### config.mk
export PLATFORM = sky130hd
export DESIGN_NAME = k2red_mulpipe_flat
export DESIGN_NICKNAME = d
export VERILOG_FILES = /design/src/rtl/k2red_mulpipe_pkg.sv /design/src/rtl/k2red_mulpipe_if.sv /design/src/rtl/k2red_mulpipe_stage.sv /design/src/rtl/k2red_mulpipe.sv /design/src/flat_wrapper.sv
export SDC_FILE = /design/constraint.sdc
export NUM_CORES = 1
export LEC_CHECK = 0
export BUFFER_PORTS_ARGS = -buffer_cell sky130_fd_sc_hd__buf_4
export CAP_MARGIN = 20
export CORE_MARGIN = 5
export CORE_UTILIZATION = 45
export CTS_BUF_LIST = sky130_fd_sc_hd__clkbuf_4
export DETAILED_ROUTE_END_ITERATION = 6
export MAX_ROUTING_LAYER = met4
export PLACE_DENSITY = 0.65
export SETUP_SLACK_MARGIN = 0.2
export SLEW_MARGIN = 20
export SYNTH_ARGS = -nofsm -noshare
export SYNTH_HDL_FRONTEND = slang
export SYNTH_HIERARCHICAL = 1
export SYNTH_SLANG_ARGS = --single-unit
### constraint.sdc
create_clock -name clk -period 6.6 [get_ports clk]
set_input_delay 1.32 -clock clk [delete_from_list [all_inputs] [get_ports clk]]
set_output_delay 1.32 -clock clk [all_outputs]
set_load 0.05 [all_outputs]
### src/rtl/k2red_mulpipe_pkg.sv
// Shared constants and helpers for the Kyber k2red multiply/reduce datapath.
// The k2red reduction stage imports the same package, so both sides agree on widths.
package k2red_mulpipe_pkg;

   localparam int unsigned KQ     = 3329;
   localparam int unsigned KK     = 13;
   localparam int unsigned KM     = 8;
   localparam int unsigned COEF_W = 12;
   localparam int unsigned PROD_W = 24;

   typedef logic [COEF_W-1:0] coef_t;
   typedef logic [PROD_W-1:0] prod_t;

   // Debug-only flag: an operand lies outside [0, q-1].
   function automatic logic out_of_range(input coef_t a, input coef_t b, input int unsigned q);
      return ({20'd0, a} >= q) || ({20'd0, b} >= q);
   endfunction

endpackage

### src/rtl/k2red_mulpipe_if.sv
// Operand-in / product-out handshake bundle for k2red_mulpipe.
// The slave modport is the pipeline side; the master modport is the producer/consumer side.
interface k2red_mulpipe_if
   import k2red_mulpipe_pkg::*;
#(
   parameter int unsigned TAG_W = 8
) ();

   logic             in_vld;
   logic             in_rdy;
   coef_t            in_a;
   coef_t            in_b;
   logic [TAG_W-1:0] in_tag;
   logic             in_last;

   logic             out_vld;
   logic             out_rdy;
   prod_t            out_c;
   logic [TAG_W-1:0] out_tag;
   logic             out_last;
   logic             out_err;

   modport master (
      output in_vld, in_a, in_b, in_tag, in_last, out_rdy,
      input  in_rdy, out_vld, out_c, out_tag, out_last, out_err
   );

   modport slave (
      input  in_vld, in_a, in_b, in_tag, in_last, out_rdy,
      output in_rdy, out_vld, out_c, out_tag, out_last, out_err
   );

endinterface

### src/rtl/k2red_mulpipe_stage.sv
// One elastic pipeline slot: a valid bit plus a data register that loads only on advance.
module k2_pipe_stage #(
   parameter int unsigned DW = 8
) (
   input  logic          clk,
   input  logic          rst,
   input  logic          adv,
   input  logic          in_vld,
   input  logic [DW-1:0] in_data,
   output logic          out_vld,
   output logic [DW-1:0] out_data
);

   always_ff @(posedge clk) begin
      if (rst) begin
         out_vld  <= 1'b0;
         out_data <= '0;
      end else if (adv) begin
         out_vld <= in_vld;
         // Data only moves with a real item, keeping the slot bit-stable across bubbles.
         if (in_vld) out_data <= in_data;
      end
   end

endmodule

### src/rtl/k2red_mulpipe.sv
// Elastic two-stage 12x12 multiply front end for Kyber; feeds raw products to k2red.
// Stage 1 holds operands, stage 2 holds the product; nothing follows the output registers.
module k2red_mulpipe
   import k2red_mulpipe_pkg::*;
#(
   parameter int unsigned Q     = KQ,
   parameter int unsigned TAG_W = 8
) (
   input  logic                 clk,
   input  logic                 rst,
   k2red_mulpipe_if.slave       bus,
   output logic                 busy
);

   localparam int unsigned S1W = 2 + TAG_W + 2 * COEF_W;
   localparam int unsigned S2W = 2 + TAG_W + PROD_W;

   logic             v1, v2;
   logic             adv1, adv2;
   logic [S1W-1:0]   s1_d, s1_q;
   logic [S2W-1:0]   s2_d, s2_q;

   logic             s1_last, s1_err;
   logic [TAG_W-1:0] s1_tag;
   coef_t            s1_a, s1_b;
   prod_t            prod;

   // Backpressure ripples straight from out_rdy to in_rdy; there is no skid buffer.
   assign adv2       = !v2 || bus.out_rdy;
   assign adv1       = !v1 || adv2;
   assign bus.in_rdy = adv1;
   assign busy       = v1 || v2;

   assign s1_d = {bus.in_last, out_of_range(bus.in_a, bus.in_b, Q), bus.in_tag, bus.in_a, bus.in_b};

   k2_pipe_stage #(.DW(S1W)) u_s1 (
      .clk      (clk),
      .rst      (rst),
      .adv      (adv1),
      .in_vld   (bus.in_vld),
      .in_data  (s1_d),
      .out_vld  (v1),
      .out_data (s1_q)
   );

   assign s1_last = s1_q[S1W-1];
   assign s1_err  = s1_q[S1W-2];
   assign s1_tag  = s1_q[2*COEF_W +: TAG_W];
   assign s1_a    = s1_q[COEF_W +: COEF_W];
   assign s1_b    = s1_q[0 +: COEF_W];

   // Full-width product: 3328*3328 still fits in 24 bits, and out-of-range pairs pass through too.
   assign prod = PROD_W'(s1_a) * PROD_W'(s1_b);
   assign s2_d = {s1_last, s1_err, s1_tag, prod};

   k2_pipe_stage #(.DW(S2W)) u_s2 (
      .clk      (clk),
      .rst      (rst),
      .adv      (adv2),
      .in_vld   (v1),
      .in_data  (s2_d),
      .out_vld  (v2),
      .out_data (s2_q)
   );

   assign bus.out_vld  = v2;
   assign bus.out_last = s2_q[S2W-1];
   assign bus.out_err  = s2_q[S2W-2];
   assign bus.out_tag  = s2_q[PROD_W +: TAG_W];
   assign bus.out_c    = s2_q[0 +: PROD_W];

endmodule

### src/flat_wrapper.sv
// flat-port wrapper written by rule: the top's interface ports become plain ports
module k2red_mulpipe_flat import k2red_mulpipe_pkg::*;
#(
   parameter int unsigned Q     = KQ,
   parameter int unsigned TAG_W = 8
)
  (clk, rst, busy, bus_in_vld, bus_in_a, bus_in_b, bus_in_tag, bus_in_last, bus_out_rdy, bus_in_rdy, bus_out_vld, bus_out_c, bus_out_tag, bus_out_last, bus_out_err);
  k2red_mulpipe_if #(.TAG_W(TAG_W)) bus_i ();
  input  logic clk;
  input  logic rst;
  output logic busy;
  input wire logic [$bits(bus_i.in_vld)-1:0] bus_in_vld;
  input wire logic [$bits(bus_i.in_a)-1:0] bus_in_a;
  input wire logic [$bits(bus_i.in_b)-1:0] bus_in_b;
  input wire logic [$bits(bus_i.in_tag)-1:0] bus_in_tag;
  input wire logic [$bits(bus_i.in_last)-1:0] bus_in_last;
  input wire logic [$bits(bus_i.out_rdy)-1:0] bus_out_rdy;
  output wire logic [$bits(bus_i.in_rdy)-1:0] bus_in_rdy;
  output wire logic [$bits(bus_i.out_vld)-1:0] bus_out_vld;
  output wire logic [$bits(bus_i.out_c)-1:0] bus_out_c;
  output wire logic [$bits(bus_i.out_tag)-1:0] bus_out_tag;
  output wire logic [$bits(bus_i.out_last)-1:0] bus_out_last;
  output wire logic [$bits(bus_i.out_err)-1:0] bus_out_err;
  assign bus_i.in_vld = bus_in_vld;
  assign bus_i.in_a = bus_in_a;
  assign bus_i.in_b = bus_in_b;
  assign bus_i.in_tag = bus_in_tag;
  assign bus_i.in_last = bus_in_last;
  assign bus_i.out_rdy = bus_out_rdy;
  assign bus_in_rdy = bus_i.in_rdy;
  assign bus_out_vld = bus_i.out_vld;
  assign bus_out_c = bus_i.out_c;
  assign bus_out_tag = bus_i.out_tag;
  assign bus_out_last = bus_i.out_last;
  assign bus_out_err = bus_i.out_err;
  k2red_mulpipe #(.Q(Q), .TAG_W(TAG_W)) u_core (.clk(clk), .rst(rst), .bus(bus_i), .busy(busy));
endmodule
; ---- After elaboration in Yosys (flattened, before gate mapping)
; Index checks and enable logic that the tools add are counted.
[word_totals]
register_bits = 70
in_bits = 37
output_inout_bits = 37
word_cells = 15
[classes]
multipliers = 1
order_cmp = 2
n_reduce_logical = 8
[ops]
columns = operator, n
row1 = 12-bit greater-or-equal comparator (second input constant), 2
row2 = 12-bit by 12-bit multiplier with 24-bit output, 1
row3 = 1-bit logical OR, 4
row4 = 2-bit AND reduction, 2
row5 = 1-bit logical NOT, 2

; ---- Longest topological paths before layout
; Gate-level depths: netlist of run 1.
[depth]
depth_word = 4
depth_mapped = 20
depth_no_buf = 19

; ---- Hierarchy
; Netlist of run 1, hierarchy kept.
[modules_own_cells]
columns = mod, n_inst, cells_each, area_each_um2, seq_area_each_um2
row1 = k2red_mulpipe, 1, 613, 5032.3, 0.0
row2 = k2_pipe_stage, 2, 159, 1746.7, 700.7

; ---- Worst setup path after synthesis of run 1
; No wires, ideal clock.
[synth_path]
path_kind = flip-flop to flip-flop
from = reg u_core.u_s1.out_data[5]
to = reg u_core.u_s2.out_data[20]
setup_ns = 0.125
t_arrival_ns = 4.893
required_ns = 6.475
setup_slack_ns = 1.582
path_stages_with_launch = 19
path_buffers = 1
period_less_slack_ns = 5.018
cell_sequence = dfxtp_1 clkbuf_1 nand2_1 fa_1 fa_1 inv_1 fa_1 fa_1 inv_1 fa_1 inv_1 ha_1 a21oi_1 nand2_1 a31o_2 a2111oi_0 a311oi_1 nand3_1 a21oi_2
[synth_between]
elab_chain_len = 1
[synth_rtl]
columns = item, line_no
row1 = "start, declared", k2red_mulpipe_stage.sv:11  ; output logic [DW-1:0] out_data
row2 = "start signal, assigned", k2red_mulpipe_stage.sv:21  ; if (in_vld) out_data <= in_data;
row3 = 12-bit by 12-bit multiplier with 24-bit output, k2red_mulpipe.sv:53  ; assign prod = PROD_W'(s1_a) * PROD_W'(s1_b);
row4 = net u_core.prod[20], k2red_mulpipe.sv:26  ; prod_t prod;
row5 = "end signal, assigned", k2red_mulpipe_stage.sv:21
row6 = "end, declared", k2red_mulpipe_stage.sv:11
; The timed path passes the listed nets, and every way through them passes these cells.
; A chain may end at the register's enable or synchronous reset.

; ---- Final worst setup path of run 1
[layout_path]
from = reg u_core.u_s1.out_data[13]
to = reg u_core.u_s2.out_data[17]
; Same word-level chain as after synthesis.

==> impl_metrics.sql, run 1 <==
INSERT INTO impl_metrics (metric_group, metric, value, unit) VALUES
('synthesis', 'synth_cells', '931', ''),
('sta', 'maxSlewHeadroom', '49.50', '%'),
('clock_tree', 'cts.clk_slew.worst_paths', '0.16', 'ns'),
('routing', 'firstDrtPassIters', '6', ''),
('placed_design', 'portBuffers', '73', ''),
('floorplanning', 'ios', '74', ''),
('synthesis', 'synth_cell_types', '51', ''),
('clock_tree', 'cts_tree', 'yes', ''),
('placed_design', 'detailedPlacementHpwl', '14.07', 'mm'),
('clock_tree', 'worst_skew_pair.late_latency', '0.47', 'ns'),
('floorplanning', 'die_h', '147.6', 'um'),
('setup_path', 'worst_ep_arrival_time', '5.95', 'ns'),
('clock_tree', 'holdBufCountCts', '0', ''),
('setup_path', 'cp-start-kind', 'flip-flop', ''),
('synthesis', 'yosysTopAreaCellShare', '23.48', '%'),
('routing', 'drc_errors', '0', ''),
('floorplanning', 'core_area', '18710', 'sq um'),
('setup_path', 'critPathRequiredTime', '6.99', 'ns'),
('synthesis', 'synth_fp_nets', '1130', ''),
('placed_design', 'cell_total_after_placement', '1176', ''),
('clock_tree', 'numCtsBuffers', '9', ''),
('flow_run', 'max_cap_violations', '0', ''),
('power', 'irDropWorstVdd', '0.00009243', 'V'),
('cells_and_area', 'layout_cells_sized_above_1', '20.25', '%'),
('synthesis', 'complex_gate_fraction_of_the_synthesized_area', '20.41', '%'),
('placed_design', 'post_placement_setup_slack', '1.053', 'ns'),
('routing', 'vias', '6375', ''),
('power', 'p_leak', '4.295', 'nW'),
('clock_tree', 'sink_count_of_the_clock_tree', '70', ''),
('synthesis', 'post_synth_fa_ha_maj_area_fraction', '32.58', '%'),
('sta', 'final.setup.tns', '0', 'ns'),
('global_route', 'gr-total-overflow', '0', ''),
('sta', 'worst-slew-pin-transition', '0.7575', 'ns'),
('synthesis', 'yosysTopAreaCell', 'sky130_fd_sc_hd__fa_1', ''),
('synthesis', 'async_flop_share', '0', '%'),
('placed_design', 'routability_congestion', '0.9116', ''),
('outcome', 'outcome', 'finished clean', ''),
('sta', 'finalClockSkew', '0.03317', 'ns'),
('global_route', 'groute.usage.overall', '18.93', '%'),
('sta', 'rsz0062_at_grt', 'false', ''),
('synthesis', 'synth_top_family_by_area', 'adder cells', ''),
('routing', 'wl_per_cell', '16.02', 'um'),
('synthesis', 'synth.mux.area_fraction', '0.3669', '%'),
('synthesis', 'synth.yosys.seq_area_share', '16.44', '%'),
('setup_path', 'crit_fanout', '13', ''),
('floorplanning', 'die_w', '147.6', 'um'),
('synthesis', 'syn_area_per_cell', '9.158', 'sq um'),
('clock_tree', 'cts-resized-gates', '0', ''),
('clock_tree', 'cts.repair_timing.setup_buffer_count', '0', ''),
('synthesis', 'synth-main-ff-cell', 'sky130_fd_sc_hd__dfxtp_1', ''),
('routing', 'drt-initial-drc-count', '357', ''),
('setup_path', 'r2r.worst_path.cells', '17', ''),
('routing', 'drt.antenna.violating_nets', '0', ''),
('global_route', 'global_route_wire_length_before_repair', '32.97', 'mm'),
('sta', 'fin_crit', '5.567', 'ns'),
('floorplanning', 'core.rowCount', '50', ''),
('synthesis', 'synth_simple_gate_area_share', '17.82', '%'),
('sta', 'max_clock_freq', '179.6', 'MHz'),
('power', 'power_per_standard_cell_area', '122.5', 'nW/um^2'),
('synthesis', 'synth_enable_flop_cells', '0', ''),
('min_path', 'hold_path_class', 'reg -> reg', ''),
('synthesis', 'netlist_area', '8526', 'sq um'),
('cells_and_area', 'finalNonFillerCells', '1193', ''),
('floorplanning', 'die-area', '21800', 'sq um'),
('routing', 'route.detailed.vias_per_inst', '5.344', ''),
('setup_path', 'critPathKind', 'reg -> reg', ''),
('synthesis', 'ys_seq_elements', '70', ''),
('clock_tree', 'clock-root-buffer', 'sky130_fd_sc_hd__clkbuf_4', ''),
('synthesis', 'synth_top_area_cells', 'sky130_fd_sc_hd__fa_1 23%, sky130_fd_sc_hd__dfxtp_1 16%, sky130_fd_sc_hd__ha_1 9.1%', ''),
('clock_tree', 'ctsHtreeMaxLevel', '3', ''),
('sta', 'timing.final.ws_setup', '1.033', 'ns');
metrics by stage:
stage	instance area [sq um]	total power (W)
after floorplan	8526	0.0007032
after global placement	8961	0.0007813
after detailed placement	8961	0.0007845
after CTS	9130	0.001138
after global routing	9130	0.001189
final	9133	0.001119
flip-flops by register name, indices dropped and copies added (netlist names):
| name | flops |
|---|---|
| u_core/u_s1/out_data | 34 |
| u_core/u_s1/out_vld | 1 |
| u_core/u_s2/out_data | 34 |
| u_core/u_s2/out_vld | 1 |
critical path, stage by stage (launching register included):
cell	delay, ns
sky130_fd_sc_hd__dfxtp_1	0.68
sky130_fd_sc_hd__nand2_1	0.15
sky130_fd_sc_hd__fa_1	0.51
sky130_fd_sc_hd__fa_1	0.55
sky130_fd_sc_hd__inv_1	0.06
sky130_fd_sc_hd__fa_1	0.51
sky130_fd_sc_hd__fa_1	0.55
sky130_fd_sc_hd__inv_1	0.05
sky130_fd_sc_hd__fa_1	0.52
sky130_fd_sc_hd__inv_1	0.04
sky130_fd_sc_hd__ha_1	0.38
sky130_fd_sc_hd__nand4_1	0.13
sky130_fd_sc_hd__nor4_1	0.50
sky130_fd_sc_hd__nor2_1	0.15
sky130_fd_sc_hd__and4b_1	0.22
sky130_fd_sc_hd__a211oi_1	0.21
sky130_fd_sc_hd__nand3_1	0.12
sky130_fd_sc_hd__a21oi_2	0.15
cells in the final DEF (no fill, tap or decap), drive strengths merged, types with 5 or more instances in the layout:
cell	netlist	routed
a21oi	90	90
o21a	5	5
ha	62	62
and2	72	72
nand2	93	93
xor2	5	5
o21ai	12	12
buf	40	79
a21bo	68	68
dfxtp	70	70
and3	5	5
fa	100	100
a211oi	6	6
nor2	17	17
clkbuf	28	10
nor4	5	5
inv	130	131
nand3	74	74
xnor2	8	8
a21o	9	9
path summary, 6_finish.rpt:
check	start	slack [ns]	endpoint
hold reg to reg	u_core/u_s1/out_data[29]	0.46	u_core/u_s2/out_data[29]
setup / recovery	u_core/u_s1/out_data[13]	1.03	u_core/u_s2/out_data[17]
setup reg to reg	u_core/u_s1/out_data[13]	1.03	u_core/u_s2/out_data[17]
hold / removal	u_core/u_s1/out_data[29]	0.46	u_core/u_s2/out_data[29]
routing by layer:
layer,up-vias,part of all wire (%),GRT usage (%)
met5,-,0,-
met4,0,2.4,5.732
met3,28,4.7,3.250
met2,169,47,29.87
met1,3109,46,25.08
li1,3069,-,-
power breakdown:
part           total (W)  internal, W  switching [W]  leakage (nW)
Combinational   0.000296     0.000120       0.000176          3.64
Clock           0.000345     0.000160       0.000184        0.0872
Sequential      0.000478     0.000441      0.0000371         0.572
final cells by class:
class | count | area (sq um)
Fill cell | 1779 | 9573
Multi-Input combinational cell | 663 | 6185
Sequential cell | 70 | 1403
Timing Repair Buffer | 79 | 593.1
Inverter | 130 | 488.0
Tap cell | 234 | 292.8
Clock inverter | 6 | 93.84
Clock buffer | 10 | 75.07
Antenna cell | 1 | 2.502
cell families after synthesis:
kind of cell / Yosys count
flip-flops: 70
XOR/XNOR: 13
multiplexers: 3
AND/OR/NAND/NOR: 281
adder cells (fa/ha/maj): 162
AO/OA/AOI/OAI: 204
buffers and inverters: 198
synthesized netlist by cell type (all sizes together), types with 2 or more instances:
| library cell | n |
|---|---|
| inv | 130 |
| fa | 100 |
| nand2 | 93 |
| a21oi | 90 |
| nand3 | 74 |
| and2 | 72 |
| dfxtp | 70 |
| a21bo | 68 |
| ha | 62 |
| buf | 40 |
| clkbuf | 28 |
| nor2 | 17 |
| o21ai | 12 |
| a21o | 9 |
| xnor2 | 8 |
| a211oi | 6 |
| and3 | 5 |
| nor4 | 5 |
| o21a | 5 |
| xor2 | 5 |
| nor3 | 3 |
| o211ai | 3 |
| a2111oi | 2 |
| and4b | 2 |
| mux2i | 2 |
| nand4 | 2 |
| o31a | 2 |
Note: power is estimated with default switching activity, not from simulation.
==> run 2, diff against run 1 <==
--- a/config.mk
+++ b/config.mk
@@ -5,6 +5,7 @@
 export SDC_FILE = /design/constraint.sdc
 export NUM_CORES = 1
 export LEC_CHECK = 0
+export ABC_AREA = 1
 export BUFFER_PORTS_ARGS = -buffer_cell sky130_fd_sc_hd__buf_4
 export CAP_MARGIN = 20
 export CORE_MARGIN = 5
@@ -12,7 +13,7 @@
 export CTS_BUF_LIST = sky130_fd_sc_hd__clkbuf_4
 export DETAILED_ROUTE_END_ITERATION = 6
 export MAX_ROUTING_LAYER = met4
-export PLACE_DENSITY = 0.65
+export PLACE_DENSITY = 0.68
 export SETUP_SLACK_MARGIN = 0.2
 export SLEW_MARGIN = 20
 export SYNTH_ARGS = -nofsm -noshare
==> constraint.sdc (replaced) <==
create_clock -name clk -period 4.5 [get_ports clk]
set_input_delay 0.9 -clock clk [delete_from_list [all_inputs] [get_ports clk]]
set_output_delay 0.9 -clock clk [all_outputs]
set_load 0.05 [all_outputs]
==> run 2 against run 1 <==
Against the previous run:
- synthesized area fell by 5.6%
- register-to-register slack got worse by 0.93 ns
- largest power group is now combinational logic
- critical path type unchanged
- clock power rose by 36%
- clock-buffer cell count fell by 1
- critical path depth rose by 2
- maximum frequency rose by 27%
- worst hold slack improved by 0.029 ns
- utilization rose by 7.3 points
==> impl_metrics.sql, run 2 <==
INSERT INTO impl_metrics (metric_group, metric, value, unit) VALUES
('sta', 'layout_worst_path_cycle_share', '97.72', '%'),
('global_route', 'pin_count_of_the_biggest_net_entering_global_routing', '47', ''),
('synthesis', 'synth_cells', '1194', ''),
('synthesis', 'synth_enable_flop_cells', '0', ''),
('clock_tree', 'ctsHtreeMaxLevel', '3', ''),
('synthesis', 'synth_simple_gate_area_share', '28.30', '%'),
('routing', 'vias', '7078', ''),
('global_route', 'antenna_found_initial', '0', ''),
('sta', 'setup_viol_count_final', '0', ''),
('cells_and_area', 'most_common_cell_after_layout_fill_and_taps_aside', 'sky130_fd_sc_hd__nand2_1', ''),
('placed_design', 'placedInstanceArea', '9149', 'sq um'),
('synthesis', 'synth-main-ff-cell', 'sky130_fd_sc_hd__dfxtp_1', ''),
('floorplanning', 'die_h', '143.8', 'um'),
('synthesis', 'syn_area_per_cell', '6.742', 'sq um'),
('global_route', 'first_global_vias', '6927', ''),
('power', 'p_leak', '5.954', 'nW'),
('synthesis', 'synth_fp_nets', '1393', ''),
('routing', 'route.detailed.vias_per_inst', '4.599', ''),
('clock_tree', 'max_root_sink_buffers', '2', ''),
('synthesis', 'ys_seq_elements', '70', ''),
('routing', 'firstDrtPassIters', '5', ''),
('sta', 'fin_crit', '4.398', 'ns'),
('routing', 'drc_errors', '0', ''),
('synthesis', 'async_flop_share', '0', '%'),
('clock_tree', 'numCtsBuffers', '9', ''),
('synthesis', 'synth.top_cells.by_count', '375 x sky130_fd_sc_hd__nand2_1, 301 x sky130_fd_sc_hd__inv_1, 162 x sky130_fd_sc_hd__nor2_1', ''),
('synthesis', 'yosysWarnings', '6', ''),
('power', 'power_per_standard_cell_area', '253.0', 'nW/um^2'),
('sta', 'finalMaxSlewViolations', '0', ''),
('floorplanning', 'floorplan.initialDensity', '45.28', '%'),
('synthesis', 'synth_xor_area_share', '1.197', '%'),
('synthesis', 'netlist_area', '8050', 'sq um'),
('setup_path', 'end_kind', 'flip-flop', ''),
('floorplanning', 'core.rowCount', '49', ''),
('cells_and_area', 'fin_area', '9977', 'sq um'),
('routing', 'drt.antenna.violating_nets', '0', ''),
('synthesis', 'synth_cell_types', '30', ''),
('outcome', 'outcome', 'finished clean', ''),
('synthesis', 'post_synth_fa_ha_maj_area_fraction', '34.50', '%'),
('global_route', 'groute.usage.overall', '19.56', '%'),
('routing', 'drt-initial-drc-count', '337', ''),
('setup_path', 'critPathKind', 'reg -> reg', ''),
('flow_run', 'max_cap_violations', '0', ''),
('placed_design', 'detailedPlacementHpwl', '14.59', 'mm'),
('global_route', 'global_route_wire_length_before_repair', '31.54', 'mm'),
('synthesis', 'complex_gate_fraction_of_the_synthesized_area', '1.694', '%'),
('setup_path', 'regToRegSetupSlack', '0.10', 'ns'),
('clock_tree', 'cts_tree', 'yes', ''),
('sta', 'hold_fails_final_rpt', '0', ''),
('routing', 'routed_wirelength', '18.88', 'mm'),
('synthesis', 'synth.yosys.seq_area_share', '17.41', '%'),
('min_path', 'min_delay_path_depth', '2', ''),
('floorplanning', 'ios', '74', ''),
('synthesis', 'synth.mux.area_fraction', '0', '%'),
('global_route', 'gr-total-overflow', '0', ''),
('setup_path', 'crit_fanout', '7', ''),
('sta', 'max_clock_freq', '227.4', 'MHz'),
('setup_path', 'r2r_start', 'u_core/u_s1/out_data[6]', ''),
('power', 'irDropWorstVdd', '0.0001574', 'V'),
('clock_tree', 'worst_skew_pair.late_latency', '0.46', 'ns'),
('floorplanning', 'die_w', '143.8', 'um'),
('setup_path', 'critPathRequiredTime', '4.86', 'ns'),
('sta', 'worst-slew-pin-transition', '1.012', 'ns'),
('placed_design', 'portBuffers', '73', ''),
('min_path', 'hold_path_class', 'reg -> reg', ''),
('sta', 'maxSlewHeadroom', '32.11', '%'),
('setup_path', 'worst_ep_arrival_time', '4.76', 'ns'),
('cells_and_area', 'layout_cells_sized_above_1', '23.45', '%'),
('synthesis', 'synthMostInstantiatedCell', 'sky130_fd_sc_hd__nand2_1', ''),
('cells_and_area', 'layout.nets', '1504', ''),
('setup_path', 'cp-start-kind', 'flip-flop', ''),
('cells_and_area', 'areaGrowthSynthToFinish', '23.94', '%'),
('setup_path', 'rr_endpoint', 'u_core/u_s2/out_data[20]', ''),
('clock_tree', 'sink_count_of_the_clock_tree', '70', ''),
('min_path', 'min_from', 'u_core/u_s1/out_data[32]', ''),
('power', 'power', '0.002524', 'W'),
('cells_and_area', 'utilization', '56.12', '%'),
('cells_and_area', 'leading_cell_types_in_the_layout_fill_and_taps_excluded', '338 x sky130_fd_sc_hd__nand2_1, 279 x sky130_fd_sc_hd__inv_1, 156 x sky130_fd_sc_hd__nor2_1, 135 x sky130_fd_sc_hd__buf_4, 89 x sky130_fd_sc_hd__fa_1', ''),
('setup_path', 'r2r.worst_path.cells', '19', ''),
('clock_tree', 'clock-root-buffer', 'sky130_fd_sc_hd__clkbuf_4', ''),
('placed_design', 'routability_congestion', '0.9325', ''),
('cells_and_area', 'largestRegisters', 'u_core/u_s1/out_data (34), u_core/u_s2/out_data (34)', ''),
('synthesis', 'yosysTopAreaCellShare', '24.87', '%'),
('sta', 'rsz0062_at_grt', 'true', ''),
('min_path', 'hold_worst_path_end', 'u_core/u_s2/out_data[32]', ''),
('routing', 'wl_per_cell', '12.27', 'um'),
('sta', 'finalClockSkew', '0.01633', 'ns'),
('clock_tree', 'cts.clk_slew.worst_paths', '0.12', 'ns'),
('floorplanning', 'die-area', '20660', 'sq um'),
('synthesis', 'synth_top_family_by_area', 'adder cells', ''),
('floorplanning', 'core_area', '17780', 'sq um'),
('synthesis', 'synth_top_area_cells', 'sky130_fd_sc_hd__fa_1 25%, sky130_fd_sc_hd__nand2_1 17%, sky130_fd_sc_hd__dfxtp_1 17%', ''),
('synthesis', 'yosysTopAreaCell', 'sky130_fd_sc_hd__fa_1', ''),
('sta', 'final.setup.tns', '0', 'ns');
==> run 2: cell count changes after synthesis, sizes merged, moves of 20 or more <==
cell / before / now
inv: 130 / 303
a21bo: 68 / 0
buf: 40 / 20
nand2: 93 / 382
and2: 72 / 2
nand3: 74 / 21
a21oi: 90 / 18
nor2: 17 / 166
==> run 2: layout make-up <==
cell class,count,area [sq um]
Antenna cell,1,2.502
Clock buffer,9,67.56
Clock inverter,6,86.33
Fill cell,1738,7802
Inverter,305,1150
Multi-Input combinational cell,775,5782
Sequential cell,70,1465
Tap cell,229,286.5
Timing Repair Buffer,144,1137
==> run 2: how the worst max path moves through the flow <==
stage / slack (ns) / from / cells past startpoint / to
after floorplan: 0.20 / u_core/u_s1/out_data[5] / 20 / u_core/u_s2/out_data[18]
after global placement: -0.07 / u_core/u_s1/out_data[5] / 20 / u_core/u_s2/out_data[21]
after detailed placement: -0.16 / u_core/u_s1/out_data[7] / 20 / u_core/u_s2/out_data[22]
after CTS: 0.06 / u_core/u_s1/out_data[6] / 23 / u_core/u_s2/out_data[18]
after global routing: -0.11 / u_core/u_s1/out_data[17] / 23 / u_core/u_s2/out_data[22]
final: 0.10 / u_core/u_s1/out_data[6] / 19 / u_core/u_s2/out_data[20]
==> run 2: through the flow <==
step / cells / hold WS (ns) / setup WS (ns)
after floorplan: 1194 / 0.4544 / 0.2032
after global placement: 1501 / 0.4659 / -0.07429
after detailed placement: 1501 / 0.4775 / -0.1605
after CTS: 1524 / 0.4778 / 0.05809
after global routing: 1538 / 0.4954 / -0.1099
final: 1539 / 0.4880 / 0.1025
==> run 2: metal layers <==
metal	share of wire (%)	wire, um	up-vias	track usage [%]
met5	0	0	-	-
li1	-	-	3587	-
met4	2.4	455	0	5.600
met1	43	8125	3323	24.34
met3	4.2	789	32	3.295
met2	50	9506	136	32.91
==> run 2: critical path, stage by stage, from the launching register on <==
cell and delay (ns):
sky130_fd_sc_hd__dfxtp_2 0.36, sky130_fd_sc_hd__buf_12 0.13, sky130_fd_sc_hd__nand2_1 0.06, sky130_fd_sc_hd__inv_1 0.06, sky130_fd_sc_hd__fa_2 0.56, sky130_fd_sc_hd__fa_1 0.44, sky130_fd_sc_hd__fa_2 0.48, sky130_fd_sc_hd__fa_1 0.52
sky130_fd_sc_hd__inv_1 0.05, sky130_fd_sc_hd__fa_1 0.49, sky130_fd_sc_hd__inv_2 0.05, sky130_fd_sc_hd__ha_4 0.30, sky130_fd_sc_hd__nand2_4 0.08, sky130_fd_sc_hd__buf_4 0.15, sky130_fd_sc_hd__nor3_2 0.17, sky130_fd_sc_hd__nand2_2 0.08
sky130_fd_sc_hd__nand3_1 0.08, sky130_fd_sc_hd__nand2_1 0.07, sky130_fd_sc_hd__nor2_1 0.10, sky130_fd_sc_hd__nor2_1 0.06
==> run 2: logic make-up after synthesis <==
group,after synthesis
and+or+nand+nor,578
buffers and inverters,349
adders and majority gates,162
DFF,70
AOI/OAI and AO/OA,24
xor gates and xnor gates,11
==> run 2: timing repair <==
item / 4_1_cts / 5_1_grt
buffers inserted: 8 / 13
cloned: 0 / 0
pin swaps: 43 / 81
hold buffers: 0 / 0
resized for setup: 66 / 82
endpoints found under the setup margin: 15 / 15
==> run 2: where the power goes <==
part | total, W | internal (W) | leakage (nW) | switching (W)
clock | 0.000470 | 0.000222 | 0.0822 | 0.000248
combinational | 0.00133 | 0.000571 | 5.28 | 0.000763
sequential | 0.000720 | 0.000666 | 0.590 | 0.0000537
total | 0.00252 | 0.00146 | 5.95 | 0.00106
==> run 3, diff against run 2 <==
--- a/config.mk
+++ b/config.mk
@@ -13,7 +13,7 @@
 export CTS_BUF_LIST = sky130_fd_sc_hd__clkbuf_4
 export DETAILED_ROUTE_END_ITERATION = 6
 export MAX_ROUTING_LAYER = met4
-export PLACE_DENSITY = 0.68
+export PLACE_DENSITY = 0.65
 export SETUP_SLACK_MARGIN = 0.2
 export SLEW_MARGIN = 20
 export SYNTH_ARGS = -nofsm -noshare
==> constraint.sdc (replaced) <==
create_clock -name clk -period 4.1 [get_ports clk]
set_input_delay 0.82 -clock clk [delete_from_list [all_inputs] [get_ports clk]]
set_output_delay 0.82 -clock clk [all_outputs]
set_load 0.05 [all_outputs]
==> run 3 against run 2 <==
Against the previous run:
- combinational power rose by 8%
- first-iteration DRC count rose by 3.6%
- cell area rose by 3.1%
- non-clock buffer count rose by 28
- the run now ends with negative setup slack left
- critical path depth rose by 2
- via count fell by 0.20%
- utilization rose by 1.8 points
- clock-buffer cell count did not move
- highest routed layer unchanged
==> impl_metrics.sql, run 3 (synthesis gave the netlist of run 2 again) <==
INSERT INTO impl_metrics (metric_group, metric, value, unit) VALUES
('outcome', 'outcome', 'finished with violations', ''),
('outcome', 'violations', 'negative setup slack', ''),
('sta', 'fin_crit', '4.413', 'ns'),
('clock_tree', 'ctsHtreeMaxLevel', '3', ''),
('placed_design', 'detailedPlacementHpwl', '14.45', 'mm'),
('power', 'share_seq_of_total_power', '28.8', '%'),
('power', 'p_sw_share', '41.55', '%'),
('setup_path', 'setup.worst_path.start', 'u_core/u_s1/out_data[19]', ''),
('global_route', 'pin_count_of_the_biggest_net_entering_global_routing', '56', ''),
('setup_path', 'worst_ep_arrival_time', '4.79', 'ns'),
('routing', 'routed_wirelength', '18.76', 'mm'),
('sta', 'timing.final.ws_setup', '-0.3130', 'ns'),
('clock_tree', 'clock-root-buffer', 'sky130_fd_sc_hd__clkbuf_4', ''),
('placed_design', 'routability_congestion', '0.9113', ''),
('clock_tree', 'cts.clk_slew.worst_paths', '0.13', 'ns'),
('setup_path', 'critPathKind', 'reg -> reg', ''),
('power', 'irDropWorstVdd', '0.0002655', 'V'),
('global_route', 'global_route_wire_length_before_repair', '31.77', 'mm'),
('sta', 'finalMaxSlewViolations', '0', ''),
('sta', 'max_clock_freq', '226.6', 'MHz'),
('routing', 'wl_per_cell', '11.97', 'um'),
('cells_and_area', 'n_antenna_cell', '0', ''),
('floorplanning', 'die-area', '20660', 'sq um'),
('clock_tree', 'max_root_sink_buffers', '2', ''),
('clock_tree', 'sink_count_of_the_clock_tree', '70', ''),
('setup_path', 'cell_with_the_most_instances_on_the_worst_path', 'sky130_fd_sc_hd__fa_1', ''),
('power', 'clock_power_share', '19.4', '%'),
('routing', 'drt.antenna.violating_nets', '0', ''),
('cells_and_area', 'most_common_cell_after_layout_fill_and_taps_aside', 'sky130_fd_sc_hd__nand2_1', ''),
('setup_path', 'worst_setup_path_endpoint', 'u_core/u_s2/out_data[11]', ''),
('routing', 'route.detailed.vias_per_inst', '4.508', ''),
('routing', 'firstDrtPassIters', '4', ''),
('routing', 'vias', '7064', ''),
('cells_and_area', 'largestRegisters', 'u_core/u_s1/out_data (34), u_core/u_s2/out_data (34)', ''),
('routing', 'drt-initial-drc-count', '349', ''),
('cells_and_area', 'layout.nets', '1532', ''),
('sta', 'setup_viol_count_final', '14', ''),
('global_route', 'antenna_found_initial', '0', ''),
('min_path', 'min_delay_path_depth', '2', ''),
('global_route', 'first_global_vias', '6975', ''),
('sta', 'finalClockSkew', '0.03072', 'ns'),
('floorplanning', 'die_w', '143.8', 'um'),
('min_path', 'hold_path_class', 'reg -> reg', ''),
('flow_run', 'max_cap_violations', '0', ''),
('setup_path', 'cp-start-kind', 'flip-flop', ''),
('global_route', 'gr-total-overflow', '0', ''),
('power', 'total_net_switching_power', '0.001148', 'W'),
('setup_path', 'crit_fanout', '5', ''),
('setup_path', 'rr_endpoint', 'u_core/u_s2/out_data[11]', ''),
('floorplanning', 'die_h', '143.8', 'um'),
('power', 'cell_internal_pwr', '0.001615', 'W'),
('sta', 'layout_worst_path_cycle_share', '107.6', '%'),
('sta', 'rsz0062_at_grt', 'true', ''),
('clock_tree', 'worst_skew_pair.late_latency', '0.46', 'ns'),
('setup_path', 'r2r_start', 'u_core/u_s1/out_data[19]', ''),
('sta', 'final.setup.tns', '-3.334', 'ns'),
('setup_path', 'critical_path.cell_chain', 'buf_12 > nand2_4 > fa_1 > fa_1 > fa_1 > inv_2 > fa_1 > inv_1 > fa_1 > inv_2 > ha_4 > nand2_4 > inv_2 > nand2_1 > nand2_2 > inv_1 > nand2_2 > buf_4 > xor2_1 > nor2_1 > nor2_1', ''),
('floorplanning', 'floorplan.initialDensity', '45.28', '%'),
('sta', 'worst-slew-pin-transition', '1.018', 'ns'),
('setup_path', 'regToRegSetupSlack', '-0.31', 'ns'),
('cells_and_area', 'leading_cell_types_in_the_layout_fill_and_taps_excluded', '333 x sky130_fd_sc_hd__nand2_1, 281 x sky130_fd_sc_hd__inv_1, 157 x sky130_fd_sc_hd__nor2_1, 152 x sky130_fd_sc_hd__buf_4, 92 x sky130_fd_sc_hd__fa_1', ''),
('setup_path', 'end_kind', 'flip-flop', ''),
('cells_and_area', 'layout_cells_sized_above_1', '25.34', '%'),
('clock_tree', 'cts_tree', 'yes', ''),
('placed_design', 'placedInstanceArea', '9402', 'sq um'),
('routing', 'drc_errors', '0', ''),
('sta', 'maxSlewHeadroom', '31.72', '%'),
('clock_tree', 'numCtsBuffers', '9', ''),
('cells_and_area', 'areaGrowthSynthToFinish', '27.81', '%'),
('placed_design', 'portBuffers', '73', ''),
('global_route', 'groute.usage.overall', '19.54', '%'),
('sta', 'hold_fails_final_rpt', '0', ''),
('setup_path', 'slowest_stage', 'sky130_fd_sc_hd__fa_1', ''),
('setup_path', 'critPathRequiredTime', '4.48', 'ns'),
('floorplanning', 'core.rowCount', '49', ''),
('setup_path', 'r2r.worst_path.cells', '21', ''),
('power', 'p_leak', '6.125', 'nW'),
('setup_path', 'critPathMaxStageDelay', '0.54', 'ns'),
('floorplanning', 'core_area', '17780', 'sq um'),
('floorplanning', 'ios', '74', ''),
('cells_and_area', 'fin_area', '10290', 'sq um'),
('power', 'power_per_standard_cell_area', '268.5', 'nW/um^2'),
('power', 'combinationalPowerShare', '51.7', '%');
[run 3: cell types whose count changed in the layout (fill, tap and decap cells not counted), sizes merged]
cell / before / now
buf: 143 / 172
clkbuf: 10 / 9
clkinv: 4 / 5
clkinvlp: 1 / 0
diode: 1 / 0
inv: 304 / 305
[run 3: worst min path at each step]
stage                             startpoint                  endpoint  slack (ns)
floorplan           u_core/u_s1/out_data[24]  u_core/u_s2/out_data[24]        0.45
global placement    u_core/u_s1/out_data[28]  u_core/u_s2/out_data[28]        0.47
detailed placement  u_core/u_s1/out_data[29]  u_core/u_s2/out_data[29]        0.47
CTS                                      rst       u_core/u_s2/out_vld        0.49
global route                             rst       u_core/u_s2/out_vld        0.50
finish              u_core/u_s1/out_data[29]  u_core/u_s2/out_data[29]        0.50
[run 3: per-layer routing]
metal | GRT usage [%] | vias up | part of all wire [%]
met3 | 2.795 | 17 | 3.3
met1 | 24.31 | 3280 | 44
li1 | - | 3657 | -
met5 | - | - | 0
met2 | 34.14 | 110 | 51
met4 | 3.766 | 0 | 1.2
[run 3: area by class of cell]
class                      count  area, sq um
clock buffer                   9        67.56
clock inverter                 7        96.34
fill                        1716         7491
inverter                     305         1145
multi-input combinational    775         5806
sequential                    70         1470
tap                          229        286.5
timing repair buffer         172         1418
[run 3: what timing repair did]
item	4_1_cts	5_1_grt
hold buffers	0	0
gates resized for setup	71	59
setup endpoints to repair	17	17
buffers inserted	13	16
pin swaps	50	54
[run 3: power groups by stage]
stage               clock (W)  combinational [W]  sequential, W
floorplan                   0           0.000836       0.000877
global placement            0            0.00126       0.000824
detailed placement          0            0.00127       0.000824
CTS                  0.000555            0.00134       0.000801
global route         0.000584            0.00161       0.000806
finish               0.000537            0.00143       0.000796
[run 3: through the flow]
step	setup WS (ns)	total power [W]	cells	utilization, %	hold slack (ns)
after floorplan	-0.05094	0.001713	1194	-	0.4544
after global placement	-0.3370	0.002082	1521	52.88	0.4695
after detailed placement	-0.3796	0.002092	1521	52.88	0.4702
after CTS	-0.3122	0.002701	1550	55.69	0.4881
after global routing	-0.4853	0.002995	1567	57.87	0.5032
final	-0.3130	0.002762	1567	57.87	0.4953
[run 3: critical path: cells and delay by family (launching register included)]
kind	cells	cell delay, ns
fa+ha+maj	6	2.77
buf+inv	7	0.51
simple gates	7	0.51
flops	1	0.43
xor+xnor	1	0.12
